[src/rtl/rgb_dark_win_if.sv]
// Video bundle for rgb_dark_win: input pixel/timing and the delayed dark-channel outputs.
// Frame statistics signals exist only when RGB_DARK_WIN_STAT_EN is defined.
`timescale 1ns/1ps
interface rgb_dark_win_if #(
  parameter int DW = 8,
  parameter int CH = 3
);
  logic [CH*DW-1:0] i_pix;
  logic             i_hsync;
  logic             i_vsync;
  logic             i_de;
  logic             i_bypass_win;
  logic [DW-1:0]    o_dark;
  logic             o_hsync;
  logic             o_vsync;
  logic             o_de;
`ifdef RGB_DARK_WIN_STAT_EN
  logic [DW-1:0]    o_frame_max;
  logic             o_frame_vld;
`endif

  modport slave (
    input  i_pix, i_hsync, i_vsync, i_de, i_bypass_win,
`ifdef RGB_DARK_WIN_STAT_EN
    output o_frame_max, o_frame_vld,
`endif
    output o_dark, o_hsync, o_vsync, o_de
  );

  modport master (
    output i_pix, i_hsync, i_vsync, i_de, i_bypass_win,
`ifdef RGB_DARK_WIN_STAT_EN
    input  o_frame_max, o_frame_vld,
`endif
    input  o_dark, o_hsync, o_vsync, o_de
  );
endinterface

[src/rtl/rgb_dark_win.sv]
// Per-pixel channel minimum followed by a line-clipped horizontal window minimum, LAT = HALF + 2.
// Optional per-frame maximum statistics are enabled by defining RGB_DARK_WIN_STAT_EN.
`timescale 1ns/1ps
module rgb_dark_win #(
  parameter int DW  = 8,
  parameter int CH  = 3,
  parameter int WIN = 7
) (
  input  logic           pixelclk,
  input  logic           reset,
  rgb_dark_win_if.slave  vid
);
  localparam int HALF = (WIN - 1) / 2;
  localparam int LAT  = HALF + 2;
  localparam logic [DW-1:0] ALL_ONES = {DW{1'b1}};
  localparam logic [DW-1:0] ZERO     = {DW{1'b0}};

  function automatic logic [DW-1:0] chan_min(input logic [CH*DW-1:0] pix);
    logic [DW-1:0] m;
    m = pix[CH*DW-1 -: DW];
    for (int k = 1; k < CH; k++) begin
      m = (pix[(CH-k)*DW-1 -: DW] < m) ? pix[(CH-k)*DW-1 -: DW] : m;
    end
    return m;
  endfunction

  logic            armed_q, armed_d;
  logic            seg_q, seg_d;
  logic            vld_in_s;
  logic [WIN-1:0]  tap_vld_q, tap_vld_d;
  logic [WIN-1:0]  tap_seg_q, tap_seg_d;
  logic [DW-1:0]   tap_pix_q [WIN];
  logic [DW-1:0]   tap_pix_d [WIN];
  logic [DW-1:0]   win_min_s;
  logic [LAT-1:0]  hs_q, hs_d;
  logic [LAT-1:0]  vs_q, vs_d;
  logic            de_q, de_d;
  logic [DW-1:0]   dark_q, dark_d;

  // Next-state for stage 1, the tap shift register, sync delays and the window output.
  always_comb begin
    // After reset, pixels are ignored until i_de has been seen low, so a cut line never leaks out.
    vld_in_s = vid.i_de & armed_q;
    armed_d  = armed_q | ~vid.i_de;
    seg_d    = seg_q ^ (vld_in_s & ~tap_vld_q[0]);

    tap_vld_d    = tap_vld_q;
    tap_seg_d    = tap_seg_q;
    tap_pix_d    = tap_pix_q;
    tap_vld_d[0] = vld_in_s;
    tap_seg_d[0] = seg_d;
    tap_pix_d[0] = chan_min(vid.i_pix);
    for (int j = 1; j < WIN; j++) begin
      tap_vld_d[j] = tap_vld_q[j-1];
      tap_seg_d[j] = tap_seg_q[j-1];
      tap_pix_d[j] = tap_pix_q[j-1];
    end

    hs_d = {hs_q[LAT-2:0], vid.i_hsync};
    vs_d = {vs_q[LAT-2:0], vid.i_vsync};

    // Taps from another segment or outside active video count as all-ones.
    win_min_s = ALL_ONES;
    for (int j = 0; j < WIN; j++) begin
      win_min_s = (tap_vld_q[j] && (tap_seg_q[j] == tap_seg_q[HALF]) && (tap_pix_q[j] < win_min_s))
                  ? tap_pix_q[j] : win_min_s;
    end

    de_d = tap_vld_q[HALF];
    if (!tap_vld_q[HALF]) begin
      dark_d = ZERO;
    end else if (vid.i_bypass_win) begin
      dark_d = tap_pix_q[HALF];
    end else begin
      dark_d = win_min_s;
    end
  end

  // Pipeline registers with synchronous reset.
  always_ff @(posedge pixelclk) begin
    if (reset) begin
      armed_q   <= 1'b0;
      seg_q     <= 1'b0;
      tap_vld_q <= {WIN{1'b0}};
      tap_seg_q <= {WIN{1'b0}};
      tap_pix_q <= '{default: ZERO};
      hs_q      <= {LAT{1'b0}};
      vs_q      <= {LAT{1'b0}};
      de_q      <= 1'b0;
      dark_q    <= ZERO;
    end else begin
      armed_q   <= armed_d;
      seg_q     <= seg_d;
      tap_vld_q <= tap_vld_d;
      tap_seg_q <= tap_seg_d;
      tap_pix_q <= tap_pix_d;
      hs_q      <= hs_d;
      vs_q      <= vs_d;
      de_q      <= de_d;
      dark_q    <= dark_d;
    end
  end

  assign vid.o_dark  = dark_q;
  assign vid.o_de    = de_q;
  assign vid.o_hsync = hs_q[LAT-1];
  assign vid.o_vsync = vs_q[LAT-1];

`ifdef RGB_DARK_WIN_STAT_EN
  logic          vs_prev_q, vs_prev_d;
  logic [DW-1:0] acc_q, acc_d;
  logic [DW-1:0] fmax_q, fmax_d;
  logic          fvld_q, fvld_d;
  logic          vs_rise_s;

  // Frame maximum tracking; an output pixel coincident with the vsync edge opens the new frame.
  always_comb begin
    vs_rise_s = vs_q[LAT-1] & ~vs_prev_q;
    vs_prev_d = vs_q[LAT-1];
    if (vs_rise_s) begin
      fmax_d = acc_q;
      fvld_d = 1'b1;
      acc_d  = de_q ? dark_q : ZERO;
    end else begin
      fmax_d = fmax_q;
      fvld_d = 1'b0;
      acc_d  = (de_q && (dark_q > acc_q)) ? dark_q : acc_q;
    end
  end

  // Statistics registers with synchronous reset.
  always_ff @(posedge pixelclk) begin
    if (reset) begin
      vs_prev_q <= 1'b0;
      acc_q     <= ZERO;
      fmax_q    <= ZERO;
      fvld_q    <= 1'b0;
    end else begin
      vs_prev_q <= vs_prev_d;
      acc_q     <= acc_d;
      fmax_q    <= fmax_d;
      fvld_q    <= fvld_d;
    end
  end

  assign vid.o_frame_max = fmax_q;
  assign vid.o_frame_vld = fvld_q;
`endif
endmodule

[src/flat_wrapper.sv]
// flat-port wrapper written by rule: the top's interface ports become plain ports
module rgb_dark_win_flat 
#(
  parameter int DW  = 8,
  parameter int CH  = 3,
  parameter int WIN = 7
)
  (pixelclk, reset, vid_i_pix, vid_i_hsync, vid_i_vsync, vid_i_de, vid_i_bypass_win, vid_o_dark, vid_o_hsync, vid_o_vsync, vid_o_de);
  rgb_dark_win_if #(.DW(DW), .CH(CH)) vid_i ();
  input  logic pixelclk;
  input  logic reset;
  input wire logic [$bits(vid_i.i_pix)-1:0] vid_i_pix;
  input wire logic [$bits(vid_i.i_hsync)-1:0] vid_i_hsync;
  input wire logic [$bits(vid_i.i_vsync)-1:0] vid_i_vsync;
  input wire logic [$bits(vid_i.i_de)-1:0] vid_i_de;
  input wire logic [$bits(vid_i.i_bypass_win)-1:0] vid_i_bypass_win;
  output wire logic [$bits(vid_i.o_dark)-1:0] vid_o_dark;
  output wire logic [$bits(vid_i.o_hsync)-1:0] vid_o_hsync;
  output wire logic [$bits(vid_i.o_vsync)-1:0] vid_o_vsync;
  output wire logic [$bits(vid_i.o_de)-1:0] vid_o_de;
  assign vid_i.i_pix = vid_i_pix;
  assign vid_i.i_hsync = vid_i_hsync;
  assign vid_i.i_vsync = vid_i_vsync;
  assign vid_i.i_de = vid_i_de;
  assign vid_i.i_bypass_win = vid_i_bypass_win;
  assign vid_o_dark = vid_i.o_dark;
  assign vid_o_hsync = vid_i.o_hsync;
  assign vid_o_vsync = vid_i.o_vsync;
  assign vid_o_de = vid_i.o_de;
  rgb_dark_win #(.DW(DW), .CH(CH), .WIN(WIN)) u_core (.pixelclk(pixelclk), .reset(reset), .vid(vid_i));
endmodule
[config.mk]
export PLATFORM = sky130hd
export DESIGN_NAME = rgb_dark_win_flat
export DESIGN_NICKNAME = d
export VERILOG_FILES = /design/src/rtl/rgb_dark_win_if.sv /design/src/rtl/rgb_dark_win.sv /design/src/flat_wrapper.sv
export SDC_FILE = /design/constraint.sdc
export NUM_CORES = 1
export LEC_CHECK = 0
export ABC_AREA = 1
export ABC_CLOCK_PERIOD_IN_PS = 12200
export CORE_AREA = 2 2 113 115
export CTS_CLUSTER_DIAMETER = 40
export DETAILED_ROUTE_END_ITERATION = 8
export DIE_AREA = 0 0 115 117
export MAX_ROUTING_LAYER = met4
export SETUP_SLACK_MARGIN = 0.02
export SYNTH_ARGS = -nofsm -noshare
export SYNTH_HDL_FRONTEND = slang
export SYNTH_SLANG_ARGS = --single-unit
export TNS_END_PERCENT = 100
[constraint.sdc]
create_clock -name pixelclk -period 12.2 [get_ports pixelclk]
set_input_delay 3.05 -clock pixelclk [delete_from_list [all_inputs] [get_ports pixelclk]]
set_output_delay 3.05 -clock pixelclk [all_outputs]
set_load 0.05 [all_outputs]
==> results of run 1 <==
[power by group through the flow]
| stage | Sequential, mW | Combinational [mW] | Clock, mW |
|---|---|---|---|
| after global placement | 0.317 | 0.0790 | 0 |
| final | 0.310 | 0.0825 | 0.292 |
| after detailed placement | 0.317 | 0.0824 | 0 |
| after global routing | 0.312 | 0.0964 | 0.312 |
| after CTS | 0.310 | 0.0829 | 0.300 |
| after floorplan | 0.314 | 0.0575 | 0 |
[synthesized netlist by cell type, drive strengths merged]
library cell  count
a21oi            28
a31oi             5
and2              1
buf               3
clkbuf           15
clkinv            4
dfxtp            89
ha               47
inv             124
nand2           164
nand3            35
nand4             8
nor2            107
nor3              1
o211ai            4
o21a              2
o21ai            54
o21bai            3
xnor2             4
[registers in the layout, summed over array words and instances (netlist names)]
register and flops:
u_core.tap_pix_d 48, u_core.vs_q 5, u_core.hs_q 5, u_core.tap_pix_q 8, u_core.armed_q 1, u_core.vid.o_dark 8
u_core.tap_seg_q 7, u_core.tap_vld_q 7
[worst paths after layout]
path / end / slack (ns) / cells past startpoint
setup / recovery: u_core.vid.o_dark[0] / 2.06 / 57
hold / removal: u_core.hs_q[3] / 0.40 / 2
setup reg to reg: u_core.vid.o_dark[0] / 2.06 / 57
hold reg to reg: u_core.hs_q[3] / 0.40 / 2
[kinds of logic (layout without fill, tap and decap cells)]
kind of cell    count (synthesis)  count (layout)  synth area share
simple gates                  316             316             0.274
buf+inv                       146             185             0.117
compound gates                 96              96             0.106
flops                          89              89             0.372
fa+ha+maj                      47              47             0.123
xor+xnor                        4               4           0.00732
[worst min-delay path: stages, from the launching register on]
cell and delay, ns:
dfxtp_1 0.30, inv_1 0.04, nor2_1 0.03
[routing by layer]
| layer | GRT usage | vias up | wire [um] |
|---|---|---|---|
| met5 | - | - | 0 |
| met4 | 0.0771 | 0 | 253 |
| met3 | 0.0386 | 21 | 335 |
| met2 | 0.304 | 73 | 5090 |
| met1 | 0.184 | 1878 | 4660 |
| li1 | - | 2242 | - |
[metrics by stage]
stage | power, mW | cell area [sq um]
after floorplan | 0.372 | 4790
after global placement | 0.396 | 5300
after detailed placement | 0.399 | 5300
after CTS | 0.694 | 5610
after global routing | 0.720 | 5610
final | 0.685 | 5610
[final cells by class]
cell class | instances | area share
Clock buffer | 9 | 0.0401
Clock inverter | 7 | 0.0165
Multi-Input combinational cell | 463 | 0.435
Timing Repair Buffer | 41 | 0.0718
Inverter | 128 | 0.0856
Tap cell | 150 | 0.0334
Sequential cell | 89 | 0.317
==> results.md, run 1 <==
* # setup viols final at 0
* Seq. cell area at 1780 sq um
* Die ar. at between 10000 and 15000 sq um
* Grt ovf at 0
* Maxcap violations at 0
* Worst Slack Setup Final at 2.06 ns
* Synthesized Nets at 775
* NetSw at 0.184 mW
* N_diodes at 0
* IO Count at roughly 40
* Clock Power Share at 0.427
* Total iterations of the first detailed-routing run at 4
* Pwr Density at approximately 120 nW/um^2
* Synth area leader: dfxtp_1
* Initial drt markers at ~210
* Crit end category: register
* Area of the mapped netlist at 4790 sq um
* Kind of critical path: reg2reg
* First-pass GRT wire length at 17800 um
* CP peak stage delay at ~0.5 ns
* Critical path required time at 12.44 ns
* Static Leak at 2.71 nW
* Setup TNS at 0 ns
* Fin. max-slew vios at 0
* Fin cells at 887
* RSZ-0062 raised after global routing: false
* Post-route DRC violation count at 0
* Yosys top cell area share at 0.372
* Worst vdd ir at 0.0000850 V
* Number of clock buffers inserted by TritonCTS at 9
* Hpwl dp at ~8000 um
* Clk_skew at 0.00661 ns
* Synth top area cells: dfxtp_1 (37%), ha_1 (12%), nand2_1 (12%)
* Cts repair resizes at 0
* CP top delay family: simple AND/OR/NAND/NOR gates
* # hold bufs at CTS at 0
* FF+latch count, synth at 89
* Via count at 4214
* Most common cell after layout, fill and taps aside: nand2_1
* Crit path DAT at 10.38 ns
* Clock sink count at between 80 and 90
* Initial Util at 0.389
* Syn Area/Cell at 6.86 sq um
* Synth warn at 0
* I/O Buffers at 40
* Max Freq at about 0.1 GHz
* Most frequent cells in the layout: nand2_1 (149), inv_1 (122), nor2_1 (105)
* Dpl ws at 2.14 ns
* GPL Wtd Cong at 0.943
* Seq pwr share at 0.453
* Final core area utilization at 0.456
* Switch share at 0.269
* Synthesis-to-layout area growth at 17.3%
* CTS tree: yes
* Fin nets at 809
* Pint at 0.500 mW
* Initial antenna violation count at 0
* Buf+Inv Stages, Crit Path at 6
* Number of setup buffers added after CTS at 0
* Multi-input gate area at 2440 sq um
* Rel. slew slack at 0.378
* Min Hold Slack at 0.404 ns
* Largest net degree at the start of global routing at 73
* DR WL/cell at roughly 12 um
* Crit share post-route at 0.831
* Post-Route WL at around 10000 um
* Number of distinct library cells after synthesis at 28
* Die Y at 117 um
* ANT nets after route at 0
* Vias in the first global route at approximately 4100
* Critical-path top delay cell: dfxtp_1
* Cell repeated most along the worst path: nand2_1
* Row count at between 40 and 50
* GR Util All Layers at 0.172
* Crit-path max FO at 15
* Final Hold Violating Endpoints at 0
* Worst-Margin Slew at 0.929 ns
* CTS max path bufs at 2
* Die Width at between 100 and 150 um
* Number of H-tree levels at 3
* Status: completed
* Fill cell count at ~1300
* Worst-Skew Late Latency at 0.34 ns
* Critical Path Source: u_core.tap_seg_q[3]
* Reg-to-Reg Start: u_core.tap_seg_q[3]
* Share of cells above drive strength 1 at 0.0516
* Placed Cells at 871
* Core area at 12300 sq um
* Clk pin slew, worst setup/hold paths at 0.07 ns
* Hold/Removal Path Class: reg2reg
* Comb power frac at 0.120
* Startpoint types: register
* Tmin final at 10.14 ns
* Register area share after synthesis at 0.372
* Worst min-delay path startpoint: u_core.hs_q[2]
* Root Buffer: clkbuf_16
* Vias per inst at 4.75
* Post-Synthesis Cells at 698
Note: power is estimated with default switching activity, not from simulation.
==> run 2: changes to the inputs <==
--- a/config.mk
+++ b/config.mk
@@ -6,7 +6,7 @@
 export NUM_CORES = 1
 export LEC_CHECK = 0
 export ABC_AREA = 1
-export ABC_CLOCK_PERIOD_IN_PS = 12200
+export ABC_CLOCK_PERIOD_IN_PS = 8630
 export CORE_AREA = 2 2 113 115
 export CTS_CLUSTER_DIAMETER = 40
 export DETAILED_ROUTE_END_ITERATION = 8
==> constraint.sdc (replaced) <==
create_clock -name pixelclk -period 8.63 [get_ports pixelclk]
set_input_delay 2.1575 -clock pixelclk [delete_from_list [all_inputs] [get_ports pixelclk]]
set_output_delay 2.1575 -clock pixelclk [all_outputs]
set_load 0.05 [all_outputs]
==> results.md, run 2 (synthesis gave the netlist of run 1 again) <==
* Clk_skew at 0.00539 ns (-0.00122 ns)
* Number of H-tree levels at 3 (unchanged)
* # hold bufs at CTS at 0 (unchanged)
* Kind of critical path: reg2reg
* Startpoint types: register
* IO Count at 41 (unchanged)
* Hpwl dp at 7800 um (-5.0%)
* Fin nets at 827 (+2.2%)
* Worst-Skew Late Latency at 0.35 ns (about the same)
* Worst Slack Setup Final at 0.731 ns (-1.33 ns)
* Die Y at 117 um (unchanged)
* Fin cells at 905 (+2.0%)
* Clock sink count at 89 (unchanged)
* CP peak stage delay at 0.34 ns (-0.15 ns)
* Grt ovf at 0 (unchanged)
* Vias per inst at 4.69 (-1.3%)
* Clk pin slew, worst setup/hold paths at 0.06 ns (about the same)
* Core area at 12300 sq um (unchanged)
* Fill cell count at 1226 (-2.8%)
* Pint at 0.733 mW (+46%)
* Setup TNS at 0 ns (unchanged)
* Worst vdd ir at 0.0000984 V (+16%)
* Initial antenna violation count at 0 (unchanged)
* Crit path DAT at 8.20 ns (-2.18 ns)
* Seq pwr share at 0.447 (-0.006)
* Initial drt markers at 158 (-24%)
* # setup viols final at 0 (unchanged)
* First-pass GRT wire length at 17000 um (-4.8%)
* Dpl ws at -0.0969 ns (-2.24 ns)
* Switch share at 0.253 (-0.0160)
* Die ar. at 13500 sq um (unchanged)
* GPL Wtd Cong at 0.827 (-12%)
* Final Hold Violating Endpoints at 0 (unchanged)
* GR Util All Layers at 0.164 (-0.00781)
* Most common cell after layout, fill and taps aside: nand2_1
* CTS tree: yes
* ANT nets after route at 0 (unchanged)
* Post-route DRC violation count at 0 (unchanged)
* Max Freq at 0.127 GHz (+28%)
* Root Buffer: clkbuf_16
* Worst-Margin Slew at 0.892 ns (-0.0363 ns)
* Post-Route WL at 10100 um (-1.9%)
* Largest net degree at the start of global routing at 73 (unchanged)
* Number of clock buffers inserted by TritonCTS at 9 (unchanged)
* Total iterations of the first detailed-routing run at 4 (unchanged)
* Tmin final at 7.90 ns (-2.24 ns)
* NetSw at 0.248 mW (+35%)
* I/O Buffers at 40 (unchanged)
* Placed Cells at 877 (+0.69%)
* Status: completed
* Via count at 4243 (+0.69%)
* Crit end category: register
* Max reg flops at 48 (unchanged)
* Most frequent cells in the layout: nand2_1 (146), inv_1 (122), nor2_1 (102)
* Synthesis-to-layout area growth at 23.6%
* Crit-path max FO at 9 (-6)
* Critical path required time at 8.93 ns (-3.51 ns)
* Die Width at 115 um (unchanged)
* Cell repeated most along the worst path: nand2_1
* CTS max path bufs at 2 (unchanged)
* Pwr Density at 166 nW/um^2 (+36%)
* Vias in the first global route at 4104 (+0.56%)
* Maxcap violations at 0 (unchanged)
* Initial Util at 0.389 (unchanged)
* Fin. max-slew vios at 0 (unchanged)
* N_diodes at 0 (unchanged)
* Rel. slew slack at 0.402 (+0.0243)
* Critical-path top delay cell: dfxtp_1
* DR WL/cell at 11.2 um (-3.8%)
* Row count at 41 (unchanged)
* Hold/Removal Path Class: reg2reg
* Share of cells above drive strength 1 at 0.103 (+0.0518)
* Final core area utilization at 0.480 (+0.0243)
* Clock Power Share at 0.428 (about the same)
* Static Leak at 2.81 nW (+3.7%)
* Comb power frac at 0.125 (+0.005)
* Crit share post-route at 0.915 (+0.0840)
run 2: final timing paths:
kind / slack [ns] / cells past startpoint / from / endpoint
worst max register to register: 0.73 / 61 / u_core.tap_seg_q[3] / u_core.vid.o_dark[2]
worst max-delay path: 0.73 / 61 / u_core.tap_seg_q[3] / u_core.vid.o_dark[2]
worst min register to register: 0.40 / 2 / u_core.hs_q[0] / u_core.hs_q[1]
worst min-delay path: 0.40 / 2 / u_core.hs_q[0] / u_core.hs_q[1]
run 2: layer usage:
metal | track usage | vias to the layer above | part of all wire
met1 | 0.164 | 1882 | 0.42
li1 | - | 2286 | -
met2 | 0.307 | 60 | 0.52
met3 | 0.0350 | 15 | 0.032
met5 | - | - | 0
met4 | 0.0715 | 0 | 0.024
run 2: stage by stage:
| step | hold WS, ns | total power, mW | instance area, sq um |
|---|---|---|---|
| after floorplan | 0.388 | 0.527 | 4810 |
| after global placement | 0.389 | 0.559 | 5370 |
| after detailed placement | 0.396 | 0.564 | 5370 |
| after CTS | 0.403 | 0.989 | 5690 |
| after global routing | 0.416 | 1.03 | 5910 |
| final | 0.397 | 0.981 | 5910 |
run 2: power by group through the flow:
stage                     sequential (mW)  combinational [mW]  clock [mW]
final                               0.439               0.122       0.420
after global routing                0.440               0.142       0.447
after CTS                           0.438               0.118       0.433
after detailed placement            0.447               0.118           0
after global placement              0.447               0.113           0
after floorplan                     0.445              0.0821           0
run 2: area by class of cell:
class	count	area (sq um)	area share
multi-input combinational	466	2630	0.444
sequential	89	1780	0.302
timing repair buffer	56	515	0.0872
inverter	128	480	0.0813
clock buffer	10	229	0.0387
tap	150	188	0.0317
clock inverter	6	90.1	0.0152
run 2: critical path: cells and delay by family, from the launching register on:
kind                     cells  cell delay, ns
AO/OA/AOI/OAI               11            1.76
adder cells (fa/ha/maj)      6            1.69
buffers and inverters       10            0.84
flip-flops                   1            0.34
AND/OR/NAND/NOR             34            3.21
run 2: repair_timing:
item,CTS,global route
buffers inserted,0,9
gates cloned,0,3
resized for setup,4,43
pin swaps,0,8
endpoints found under the setup margin,8,8
